[config.mk]
export PLATFORM = sky130hd
export DESIGN_NAME = rr_sel_arbiter_2x4_flat
export DESIGN_NICKNAME = d
export VERILOG_FILES = /design/src/rtl/rr_sel_arbiter_2x4_if.sv /design/src/rtl/rr_sel_arbiter_2x4.sv /design/src/flat_wrapper.sv
export SDC_FILE = /design/constraint.sdc
export NUM_CORES = 1
export LEC_CHECK = 0
export BUFFER_PORTS_ARGS = -buffer_cell sky130_fd_sc_hd__buf_2
export CAP_MARGIN = 10
export CELL_PAD_IN_SITES_DETAIL_PLACEMENT = 0
export CELL_PAD_IN_SITES_GLOBAL_PLACEMENT = 1
export CORE_MARGIN = 2
export CORE_UTILIZATION = 39
export DETAILED_ROUTE_END_ITERATION = 6
export GPL_TIMING_DRIVEN = 0
export MAX_ROUTING_LAYER = met4
export PLACE_DENSITY = 0.84
export SYNTH_ARGS = -nofsm -noshare
export SYNTH_HDL_FRONTEND = slang
export SYNTH_SLANG_ARGS = --single-unit
[constraint.sdc]
create_clock -name clk -period 1.9 [get_ports clk]
set_input_delay 0.19 -clock clk [delete_from_list [all_inputs] [get_ports clk]]
set_output_delay 0.19 -clock clk [all_outputs]
set_load 0.01 [all_outputs]
[src/rtl/rr_sel_arbiter_2x4_if.sv]
// Request/select bundle between requesters, the round-robin arbiter and the 2x4 decoder.
interface rr_sel_arbiter_2x4_if;
    logic [3:0] req;
    logic       done;
    logic [2:0] a;
    logic       busy;
    logic       timeout;

    modport master (
        output req,
        output done,
        input  a,
        input  busy,
        input  timeout
    );

    modport slave (
        input  req,
        input  done,
        output a,
        output busy,
        output timeout
    );
endinterface

[src/rtl/rr_sel_arbiter_2x4.sv]
// Round-robin arbiter producing a registered {enable, index} code for the 2x4 decoder.
// Optional macro ARB_TIMEOUT_EN adds a hold counter that forces release after MAX_GRANT cycles.
//
// state | meaning
// IDLE  | no owner; a[2]=0, a[1:0] keeps the last index
// GRANT | owner a[1:0] holds the grant until done, request drop or timeout
module rr_sel_arbiter_2x4 #(
    parameter int MAX_GRANT = 15
) (
    input  logic                  clk,
    input  logic                  rst,
    rr_sel_arbiter_2x4_if.slave   bus
);

    typedef enum logic {
        IDLE  = 1'b0,
        GRANT = 1'b1
    } state_t;

    if (MAX_GRANT < 1 || MAX_GRANT > 255) begin : g_bad_max_grant
        $error("MAX_GRANT must lie in 1..255");
    end

    state_t     state_q, state_d;
    logic [1:0] idx_q, idx_d;
    logic [1:0] last_q, last_d;
    logic       busy_q, busy_d;
    logic       nat_release;
    logic       tmo_hit;
    logic [2:0] pick;

    // Returns {found, index}; search begins one past the last owner and wraps.
    function automatic logic [2:0] rr_pick(input logic [3:0] r, input logic [1:0] last);
        logic [1:0] idx;
        rr_pick = 3'b000;
        for (int i = 3; i >= 0; i--) begin
            idx = last + 2'(i + 1);
            if (r[idx]) rr_pick = {1'b1, idx};
        end
    endfunction

    assign nat_release = bus.done | ~bus.req[idx_q];

`ifdef ARB_TIMEOUT_EN
    logic [7:0] cnt_q, cnt_d;
    logic       timeout_q, timeout_d;

    assign tmo_hit = (state_q == GRANT) && (cnt_q == 8'(MAX_GRANT - 1));
`else
    assign tmo_hit = 1'b0;
`endif

    // The owner's own bit is masked on release so a lone requester sees one idle cycle.
    assign pick = (state_q == IDLE) ? rr_pick(bus.req, last_q)
                                    : rr_pick(bus.req & ~(4'b0001 << idx_q), last_q);

    always_comb begin
        state_d = state_q;
        idx_d   = idx_q;
        last_d  = last_q;
        busy_d  = busy_q;
`ifdef ARB_TIMEOUT_EN
        cnt_d     = cnt_q;
        timeout_d = 1'b0;
`endif
        case (state_q)
            IDLE: begin
                busy_d = 1'b0;
                if (pick[2]) begin
                    state_d = GRANT;
                    idx_d   = pick[1:0];
                    last_d  = pick[1:0];
                    busy_d  = 1'b1;
`ifdef ARB_TIMEOUT_EN
                    cnt_d   = 8'd0;
`endif
                end
            end
            GRANT: begin
                if (nat_release || tmo_hit) begin
`ifdef ARB_TIMEOUT_EN
                    timeout_d = ~nat_release;
`endif
                    if (pick[2]) begin
                        idx_d  = pick[1:0];
                        last_d = pick[1:0];
`ifdef ARB_TIMEOUT_EN
                        cnt_d  = 8'd0;
`endif
                    end else begin
                        state_d = IDLE;
                        busy_d  = 1'b0;
                    end
                end else begin
`ifdef ARB_TIMEOUT_EN
                    if (cnt_q != 8'hFF) cnt_d = cnt_q + 8'd1;
`endif
                end
            end
            default: begin
                state_d = IDLE;
                busy_d  = 1'b0;
            end
        endcase
    end

    always_ff @(posedge clk) begin
        if (rst) begin
            state_q <= IDLE;
            idx_q   <= 2'd0;
            last_q  <= 2'd3;
            busy_q  <= 1'b0;
        end else begin
            state_q <= state_d;
            idx_q   <= idx_d;
            last_q  <= last_d;
            busy_q  <= busy_d;
        end
    end

`ifdef ARB_TIMEOUT_EN
    always_ff @(posedge clk) begin
        if (rst) begin
            cnt_q     <= 8'd0;
            timeout_q <= 1'b0;
        end else begin
            cnt_q     <= cnt_d;
            timeout_q <= timeout_d;
        end
    end

    assign bus.timeout = timeout_q;
`else
    assign bus.timeout = 1'b0;
`endif

    // Enable is the registered busy flag, so a[2]==busy by construction.
    assign bus.a    = {busy_q, idx_q};
    assign bus.busy = busy_q;

endmodule
[src/flat_wrapper.sv]
// flat-port wrapper written by rule: the top's interface ports become plain ports
module rr_sel_arbiter_2x4_flat 
#(
    parameter int MAX_GRANT = 15
)
  (clk, rst, bus_req, bus_done, bus_a, bus_busy, bus_timeout);
  rr_sel_arbiter_2x4_if bus_i ();
  input  logic clk;
  input  logic rst;
  input wire logic [$bits(bus_i.req)-1:0] bus_req;
  input wire logic [$bits(bus_i.done)-1:0] bus_done;
  output wire logic [$bits(bus_i.a)-1:0] bus_a;
  output wire logic [$bits(bus_i.busy)-1:0] bus_busy;
  output wire logic [$bits(bus_i.timeout)-1:0] bus_timeout;
  assign bus_i.req = bus_req;
  assign bus_i.done = bus_done;
  assign bus_a = bus_i.a;
  assign bus_busy = bus_i.busy;
  assign bus_timeout = bus_i.timeout;
  rr_sel_arbiter_2x4 #(.MAX_GRANT(MAX_GRANT)) u_core (.clk(clk), .rst(rst), .bus(bus_i));
endmodule
==> results of run 1 <==
## layout make-up
| type | instances | area, µm² | area share [%] |
|---|---|---|---|
| well taps | 25 | 31.3 | 3.54 |
| plain buffers | 10 | 63.8 | 7.22 |
| multi-input cells | 79 | 568 | 64.3 |
| inverters | 6 | 22.5 | 2.55 |
| flip-flops and latches | 6 | 125 | 14.2 |
| repair buffers | 10 | 50.0 | 5.67 |
| clock buffers | 3 | 22.5 | 2.55 |
## power groups by stage
stage / logic [mW] / registers [mW] / clock network, mW
2_1_floorplan: 0.280 / 0.171 / 0
3_3_place_gp: 0.364 / 0.169 / 0
3_5_place_dp: 0.362 / 0.170 / 0
4_1_cts: 0.369 / 0.170 / 0.114
5_1_grt: 0.432 / 0.179 / 0.118
6_report: 0.392 / 0.175 / 0.110
## kinds of logic after synthesis
| logic type | Yosys count | synth area share, % |
|---|---|---|
| flip-flops | 6 | 16.2 |
| buffers and inverters | 16 | 10.8 |
| XOR/XNOR | 1 | 2.20 |
| other | 1 | 0.506 |
| adder cells (fa/ha/maj) | 1 | 1.35 |
| AO/OA/AOI/OAI | 39 | 34.8 |
| AND/OR/NAND/NOR | 30 | 22.8 |
| multiplexers | 7 | 11.3 |
## metrics by stage
stage | area [µm²] | power [mW] | std cells | TNS [ns]
after floorplan | 741 | 0.451 | 101 | 0
after global placement | 822 | 0.534 | 136 | -0.00742
after detailed placement | 822 | 0.533 | 136 | -0.0328
after CTS | 855 | 0.653 | 139 | 0
after global routing | 883 | 0.729 | 139 | -0.00775
final | 883 | 0.676 | 139 | 0
## cells in the final DEF (no fill, tap or decap), drive strengths merged, types with 2 or more instances in the layout
cell	Yosys	final
a21o	2	2
a21oi	10	10
a311oi	2	2
buf	8	18
clkbuf	2	5
dfxtp	6	6
inv	6	6
mux2i	5	5
nand2	9	9
nand3	2	2
nor2	7	7
nor2b	3	3
nor4b	2	2
o21ai	10	10
o22ai	2	2
## sequential cells by signal (all words and copies together), names as in the netlist
name and count:
u_core.state_q 1, u_core.bus.busy 1, u_core.idx_q 2, u_core.last_q 2
## worst reg2reg max path: cells and delay by family, from the launching register on
| family | cells | cell delay (ns) |
|---|---|---|
| AOI/OAI and AO/OA | 2 | 0.44 |
| muxes | 1 | 0.49 |
| and+or+nand+nor | 3 | 0.45 |
| DFF | 1 | 0.36 |
## cells in the mapped netlist, types with 2 or more instances
cell type	n	area [µm²]
o22ai_1	2	12.5
a21oi_1	9	45.0
o21ai_0	10	50.1
a21o_1	2	15.0
buf_2	4	20.0
nand2_1	9	33.8
nand3_1	2	10.0
dfxtp_1	6	120
mux2i_1	5	50.1
clkbuf_1	2	7.51
nor2_1	6	22.5
buf_4	4	30.0
nor2b_1	3	18.8
inv_1	6	22.5
a311oi_1	2	17.5
## worst min path at each step
stage | endpoint | slack (ns) | cells past startpoint
global placement | u_core.idx_q[1] | 0.41 | 2
CTS | u_core.idx_q[1] | 0.17 | 2
global route | u_core.idx_q[1] | 0.19 | 2
floorplan | u_core.idx_q[1] | 0.25 | 1
detailed placement | u_core.idx_q[1] | 0.42 | 2
finish | u_core.idx_q[1] | 0.18 | 2
## layer usage
layer	GRT usage [%]	share of wire, %	vias up
met5	-	0	-
met4	7.57	0.67	0
met3	1.89	2.7	2
met2	27.0	48	14
met1	23.8	49	358
li1	-	-	395
## what timing repair did
item,4_1_cts,5_1_grt
pin swaps,0,2
setup endpoints to repair,1,5
gates resized for setup,2,9
==> out/qor.csv, run 1 <==
stage,metric,value,unit
setup_path,crit path cell chain,mux4_2 > nand2b_1 > nor4b_4 > nor2_2 > a221o_1 > a21oi_2,
timing,fin crit period,1.80,ns
placement,IO Port Bufs,10,
floorplan,# rows,15,
detailed_routing,DR pass1 iterations,4,
detailed_routing,Vias,769,
power,clock network power share,16.2,%
yosys,async set-reset flop share out of synthesis,0,%
timing,Slew Limit Fails,0,
hold_path,worst min-delay path class,in2reg,
power,sequential share of power,25.8,%
setup_path,"Req. time, crit path",2.07,ns
timing,Hold Slack,0.176,ns
global_routing,Overflow after GRT,0,
layout,"Core Util, Final",50.1,%
timing,worst slew pin tran,0.582,ns
layout,# diodes,0,
detailed_routing,wire per inst,13.0,µm
yosys,Post-synth EDFFs,0,
yosys,Post-Syn Area,741,µm²
yosys,Ys Warns,0,
yosys,Mapped Nets,108,
layout,share of layout cells above drive strength 1,28.9,%
floorplan,starting density of the core,42.0,%
yosys,Syn Inst Count,101,
placement,GPL Wtd Cong,0.886,
yosys,Yosys cell types,44,
floorplan,Die Y,47.6,µm
global_routing,Overall Global Routing Usage,17.8,%
detailed_routing,Iteration-0 DRC Markers,31,
setup_path,Critical path destination,u_core.idx_q[1],
layout,area delta synth->final,19.3,%
clocking,Hold Buf Count CTS,0,
global_routing,number of global-route vias before repair,669,
clocking,clk slew on worst S/H paths,0.04,ns
global_routing,global-route wire length before repair,2860,µm
global_routing,initial antenna violation count,0,
timing,fmax,555,MHz
power,switching power,274,µW
global_routing,largest net degree at the start of global routing,11,
floorplan,Chip Width,47.6,µm
power,Peak supply drop,0.000456,V
detailed_routing,antenna-violating nets left,0,
layout,fillers,191,
setup_path,"Max FO, Critical Path",5,
setup_path,Worst setup EP type,flip-flop,
yosys,#FFs+latches synth,6,
placement,dpl ws,-0.0328,ns
setup_path,Crit path max-delay family,multiplexers,
timing,final worst setup slack,0.0995,ns
setup_path,Buf/Inv on CP,0,
clocking,Num CTS Buffers,3,
clocking,"Clk Latency, worst-skew pair",0.24,ns
timing,final hold violation count,0,
floorplan,Core Box Area,1760,µm²
power,Sw Ratio,40.5,%
yosys,post-synthesis sequential area ratio,16.2,%
setup_path,Max stage delay on crit path,0.49,ns
run,max cap viols,0,
setup_path,WS Path Type,reg2reg,
setup_path,FF-to-FF setup slack,0.1,ns
clocking,CTS max path bufs,2,
floorplan,I/O Pins,12,
setup_path,worst path arrival time,1.97,ns
power,Internal,402,µW
setup_path,CP max stage cell,mux4_2,
timing,Slew headroom,60.7,%
clocking,H-tree level count,1,
power,Lkg Pwr,0.370,nW
setup_path,CP startpoint kind,flip-flop,
clocking,Clock Sinks,6,
clocking,TritonCTS clock tree,done,
clocking,clk root buf,clkbuf_4,
detailed_routing,drt drc,0,
setup_path,crit path from,u_core.idx_q[0],
power,PwrDens,765,nW/µm²
yosys,Main synth FF type,dfxtp_1,
clocking,Setup Buffers After CTS,0,
setup_path,instance count on the critical path,6,
detailed_routing,Detailed Route WL,1800,µm
setup_path,capturing point of the worst reg2reg path,u_core.idx_q[1],
timing,crit share post-route,94.8,%
placement,Post-DP HPWL,1350,µm
timing,Final setup viols,0,
run_status,outcome,finished clean,
detailed_routing,Via density,5.53,
power,Logic pwr share,58.0,%
hold_path,min-delay src,rst,
layout,NumNets Final,123,
floorplan,die area,2260,µm²
timing,Clock Skew,0.00299,ns
setup_path,FF-to-FF Start,u_core.idx_q[0],
setup_path,R2R depth,6,
yosys,syn avg cell area,7.33,µm²
Note: power is estimated with default switching activity, not from simulation.
==> run 2, diff against run 1 <==
- CORE_UTILIZATION: 39 -> 35
- PLACE_DENSITY: 0.84 -> 0.8
- clock period: 1.9 -> 1.65 ns (I/O delays scaled with it)
==> out/qor.csv, run 2 (same netlist as run 1, synthesis figures left out) <==
stage,metric,value,unit
clocking,CTS max path bufs,2,
floorplan,Core Box Area,1980,µm²
clocking,Num CTS Buffers,3,
setup_path,Worst setup EP type,flip-flop,
layout,biggest regs,"u_core.idx_q (2), u_core.last_q (2)",
timing,RSZ-0062 raised after global routing,yes,
layout,share of layout cells above drive strength 1,38.1,%
clocking,H-tree level count,1,
timing,final hold violation count,0,
setup_path,CP startpoint kind,flip-flop,
power,Peak supply drop,0.000638,V
placement,Post-DP HPWL,1440,µm
clocking,TritonCTS clock tree,done,
global_routing,Overall Global Routing Usage,17.4,%
floorplan,die area,2500,µm²
layout,Post-Layout Cell Count,145,
timing,Slew Limit Fails,0,
floorplan,I/O Pins,12,
detailed_routing,wire per inst,13.4,µm
detailed_routing,Vias,798,
clocking,Hold Buf Count CTS,0,
timing,Final setup viols,5,
floorplan,Die Y,50.0,µm
setup_path,FF-to-FF Start,u_core.idx_q[0],
run_status,outcome,finished with violations,
setup_path,crit path from,u_core.idx_q[0],
global_routing,Overflow after GRT,0,
placement,dpl cells,138,
clocking,clk root buf,clkbuf_4,
clocking,"Clk Latency, worst-skew pair",0.24,ns
layout,most frequent cells in the layout,"buf_2, nand2_1, o21ai_0, a21oi_1, nor2_1",
global_routing,largest net degree at the start of global routing,11,
placement,IO Port Bufs,10,
floorplan,Chip Width,50.0,µm
global_routing,global-route wire length before repair,3290,µm
timing,final worst setup slack,-0.151,ns
layout,area delta synth->final,31.1,%
global_routing,number of global-route vias before repair,753,
placement,dpl ws,-0.250,ns
layout,fillers,189,
clocking,clk slew on worst S/H paths,0.05,ns
timing,crit share post-route,109,%
global_routing,initial antenna violation count,0,
power,PwrDens,896,nW/µm²
detailed_routing,drt drc,0,
layout,# diodes,0,
floorplan,# rows,16,
timing,fmax,555,MHz
detailed_routing,antenna-violating nets left,0,
run_status,failing checks,setup timing,
layout,NumNets Final,126,
setup_path,"Req. time, crit path",1.82,ns
detailed_routing,DR pass1 iterations,4,
floorplan,starting density of the core,37.4,%
hold_path,worst min-delay path class,in2reg,
timing,Clock Skew,0.00877,ns
setup_path,worst path arrival time,1.97,ns
setup_path,"Max FO, Critical Path",5,
detailed_routing,Via density,5.50,
layout,Storage cell area,125,µm²
detailed_routing,Detailed Route WL,1940,µm
timing,fin crit period,1.80,ns
run,max cap viols,0,
hold_path,min-delay src,rst,
setup_path,WS Path Type,reg2reg,
detailed_routing,Iteration-0 DRC Markers,14,
power,Lkg Pwr,0.391,nW
timing,setup TNS,-0.407,ns
clocking,Clock Sinks,6,
layout,area of the multi-input gates,616,µm²
layout,"commonest non-fill, non-tap cell in the layout",buf_2,
power,Pwr Total,870,µW
placement,GPL Wtd Cong,0.843,
run 2: cell count changes in the layout (fill, tap and decap cells not counted), moves of 2 or more:
| cell | change |
|---|---|
| o21ai_1 | +2 |
| a21oi_1 | -3 |
| o21ai_0 | -2 |
| a21oi_2 | +3 |
| buf_6 | +2 |
run 2: final timing paths:
check                           depth (start not counted)         endpoint  slack (ns)
worst min-delay path                                    2  u_core.idx_q[1]        0.16
worst max-delay path                                    6  u_core.idx_q[1]       -0.15
worst max register to register                          6  u_core.idx_q[1]       -0.15
worst min register to register                          1  u_core.bus.busy        0.50
run 2: worst max-delay path: stages, from the launching register on:
cell	delay [ns]
dfxtp_4	0.37
mux4_2	0.53
nand2b_4	0.09
nor4b_4	0.24
nor2_2	0.08
a221o_1	0.31
a21oi_2	0.12
run 2: stage by stage:
step / util (%) / instance area, µm² / hold WS (ns)
4_1_cts: 47.3 / 938 / 0.156
2_1_floorplan: - / 759 / 0.224
3_3_place_gp: 42.6 / 843 / 0.386
6_report: 49.0 / 971 / 0.165
3_5_place_dp: 42.6 / 843 / 0.389
5_1_grt: 49.0 / 971 / 0.163
run 2: area by class of cell:
cell class              instances  area share (%)
multi-input cells              79            63.4
repair buffers                 13            7.86
clock buffers                   4            2.71
inverters                       6            2.71
well taps                      27            3.48
plain buffers                  10            6.96
flip-flops and latches          6            12.9
run 2: per-layer routing:
| metal | vias to the layer above | global-route usage (%) | wire [µm] |
|---|---|---|---|
| met5 | - | - | 0 |
| met4 | 0 | 8.33 | 16 |
| met3 | 3 | 3.03 | 84 |
| met2 | 23 | 26.3 | 908 |
| met1 | 365 | 22.1 | 926 |
| li1 | 407 | - | - |
run 2: what timing repair did:
item                                    in CTS  in global routing
endpoints found under the hold margin        0                  0
gates resized for setup                     12                  8
buffers inserted                             3                  0
pin swaps                                    4                  4
endpoints found under the setup margin       5                  6
run 2: where the power goes:
part	total [mW]	internal (mW)	switching [mW]
Clock	0.141	0.0914	0.0501
Combinational	0.528	0.245	0.283
Sequential	0.201	0.173	0.0279
==> run 3, diff against run 2 <==
- CORE_MARGIN: 2 -> unset
- CORE_UTILIZATION: 35 -> 42
- PLACE_DENSITY: 0.8 -> 0.89
- SLEW_MARGIN: unset -> 20
- clock period: 1.65 -> 2.1 ns (I/O delays scaled with it)
==> out/qor.csv, run 3 (same netlist as run 1, synthesis figures left out) <==
stage,metric,value,unit
run_status,outcome,finished clean,
clocking,Setup Buffers After CTS,0,
global_routing,global-route wire length before repair,2990,µm
global_routing,Overall Global Routing Usage,21.7,%
detailed_routing,Detailed Route WL,1700,µm
hold_path,worst min-delay path class,in2reg,
timing,fmax,520,MHz
setup_path,Worst setup EP type,flip-flop,
clocking,CTS max path bufs,2,
timing,Slew Limit Fails,0,
detailed_routing,Iteration-0 DRC Markers,22,
clocking,H-tree level count,1,
layout,most frequent cells in the layout,"buf_2, o21ai_0, nand2_1, a21oi_1",
clocking,"Clk Latency, worst-skew pair",0.23,ns
timing,crit share post-route,91.6,%
setup_path,FF-to-FF Start,u_core.idx_q[0],
placement,IO Port Bufs,10,
floorplan,Core Box Area,1580,µm²
detailed_routing,DR pass1 iterations,4,
timing,setup TNS,0,ns
layout,# diodes,0,
floorplan,Chip Width,44.0,µm
setup_path,worst path arrival time,2.09,ns
setup_path,FF-to-FF setup slack,0.18,ns
placement,Post-DP HPWL,1330,µm
layout,fillers,167,
setup_path,crit path from,u_core.idx_q[0],
global_routing,largest net degree at the start of global routing,11,
detailed_routing,drt drc,0,
setup_path,"Req. time, crit path",2.27,ns
global_routing,number of global-route vias before repair,689,
layout,biggest regs,"u_core.idx_q (2), u_core.last_q (2)",
setup_path,WS Path Type,reg2reg,
layout,Post-Layout Cell Count,130,
run,max cap viols,0,
detailed_routing,wire per inst,13.1,µm
clocking,cts repair resizes,0,
timing,Final setup viols,0,
setup_path,CP startpoint kind,flip-flop,
global_routing,Overflow after GRT,0,
timing,final hold violation count,0,
setup_path,"Max FO, Critical Path",5,
power,Lkg Pwr,0.358,nW
layout,NumNets Final,123,
detailed_routing,Via density,5.85,
timing,fin crit period,1.92,ns
power,PwrDens,700,nW/µm²
placement,GPL Wtd Cong,0.872,
floorplan,Die Y,44.0,µm
clocking,TritonCTS clock tree,done,
global_routing,initial antenna violation count,0,
setup_path,R2R depth,6,
setup_path,capturing point of the worst reg2reg path,u_core.idx_q[1],
placement,dpl cell area,811,µm²
placement,dpl cells,127,
power,Pwr Total,583,µW
layout,"commonest non-fill, non-tap cell in the layout",buf_2,
clocking,clk root buf,clkbuf_4,
layout,Storage cell area,120,µm²
clocking,Clock Sinks,6,
clocking,Hold Buf Count CTS,0,
clocking,Num CTS Buffers,3,
floorplan,I/O Pins,12,
timing,Clock Skew,0.000795,ns
timing,RSZ-0062 raised after global routing,no,
clocking,clk slew on worst S/H paths,0.04,ns
floorplan,# rows,14,
layout,area of the multi-input gates,541,µm²
layout,share of layout cells above drive strength 1,26.3,%
floorplan,starting density of the core,47.0,%
layout,final instance area,833,µm²
layout,area delta synth->final,12.5,%
layout,"Core Util, Final",52.9,%
detailed_routing,Vias,761,
setup_path,Critical path destination,u_core.idx_q[1],
floorplan,die area,1940,µm²
power,Peak supply drop,0.000385,V
detailed_routing,antenna-violating nets left,0,
run 3: changes by cell type in the layout (fill, tap and decap cells not counted), moves of 2 or more:
cell and delta:
a21oi_1 +3, a21oi_2 -3, buf_6 -3, dfxtp_1 +2, o21ai_0 +3, o21ai_1 -3
run 3: layer usage:
| layer | vias to the layer above | GRT usage, % | wire length [µm] |
|---|---|---|---|
| met3 | 0 | 3.33 | 31 |
| met2 | 16 | 30.7 | 814 |
| met1 | 349 | 28.8 | 853 |
| met4 | 0 | 13.3 | 0 |
| li1 | 396 | - | - |
| met5 | - | - | 0 |
run 3: report_power, final:
group | leakage [nW] | switching [mW] | total, mW | internal, mW
sequential | 0.0500 | 0.0187 | 0.153 | 0.134
combinational | 0.294 | 0.186 | 0.332 | 0.146
clock | 0.0138 | 0.0343 | 0.0984 | 0.0641
run 3: per-stage QoR:
stage               setup WS, ns  hold slack (ns)
CTS                        0.162            0.182
global placement           0.189            0.432
floorplan                  0.289            0.272
global route             0.00440            0.203
finish                     0.177            0.190
detailed placement         0.181            0.434
run 3: how the worst min path moves through the flow:
stage | start | end | slack, ns | cells after the start
after floorplan | rst | u_core.idx_q[1] | 0.27 | 1
after global placement | rst | u_core.idx_q[1] | 0.43 | 2
after detailed placement | rst | u_core.idx_q[1] | 0.43 | 2
after CTS | rst | u_core.idx_q[1] | 0.18 | 2
after global routing | rst | u_core.idx_q[1] | 0.20 | 2
final | rst | u_core.idx_q[1] | 0.19 | 2
run 3: final cells by class:
class                      instances  area share [%]
multi-input combinational         79            64.9
sequential                         6            14.4
buffer                            10            6.91
timing repair buffer              10            6.01
clock buffer                       3            2.70
inverter                           6            2.70
tap                               16            2.40
run 3: critical path, cell delays in order (launching register included):
cell,delay (ns)
dfxtp_1,0.41
mux4_2,0.52
nand2b_1,0.10
nor4b_2,0.29
nor2_2,0.11
a221o_1,0.31
a21oi_2,0.11
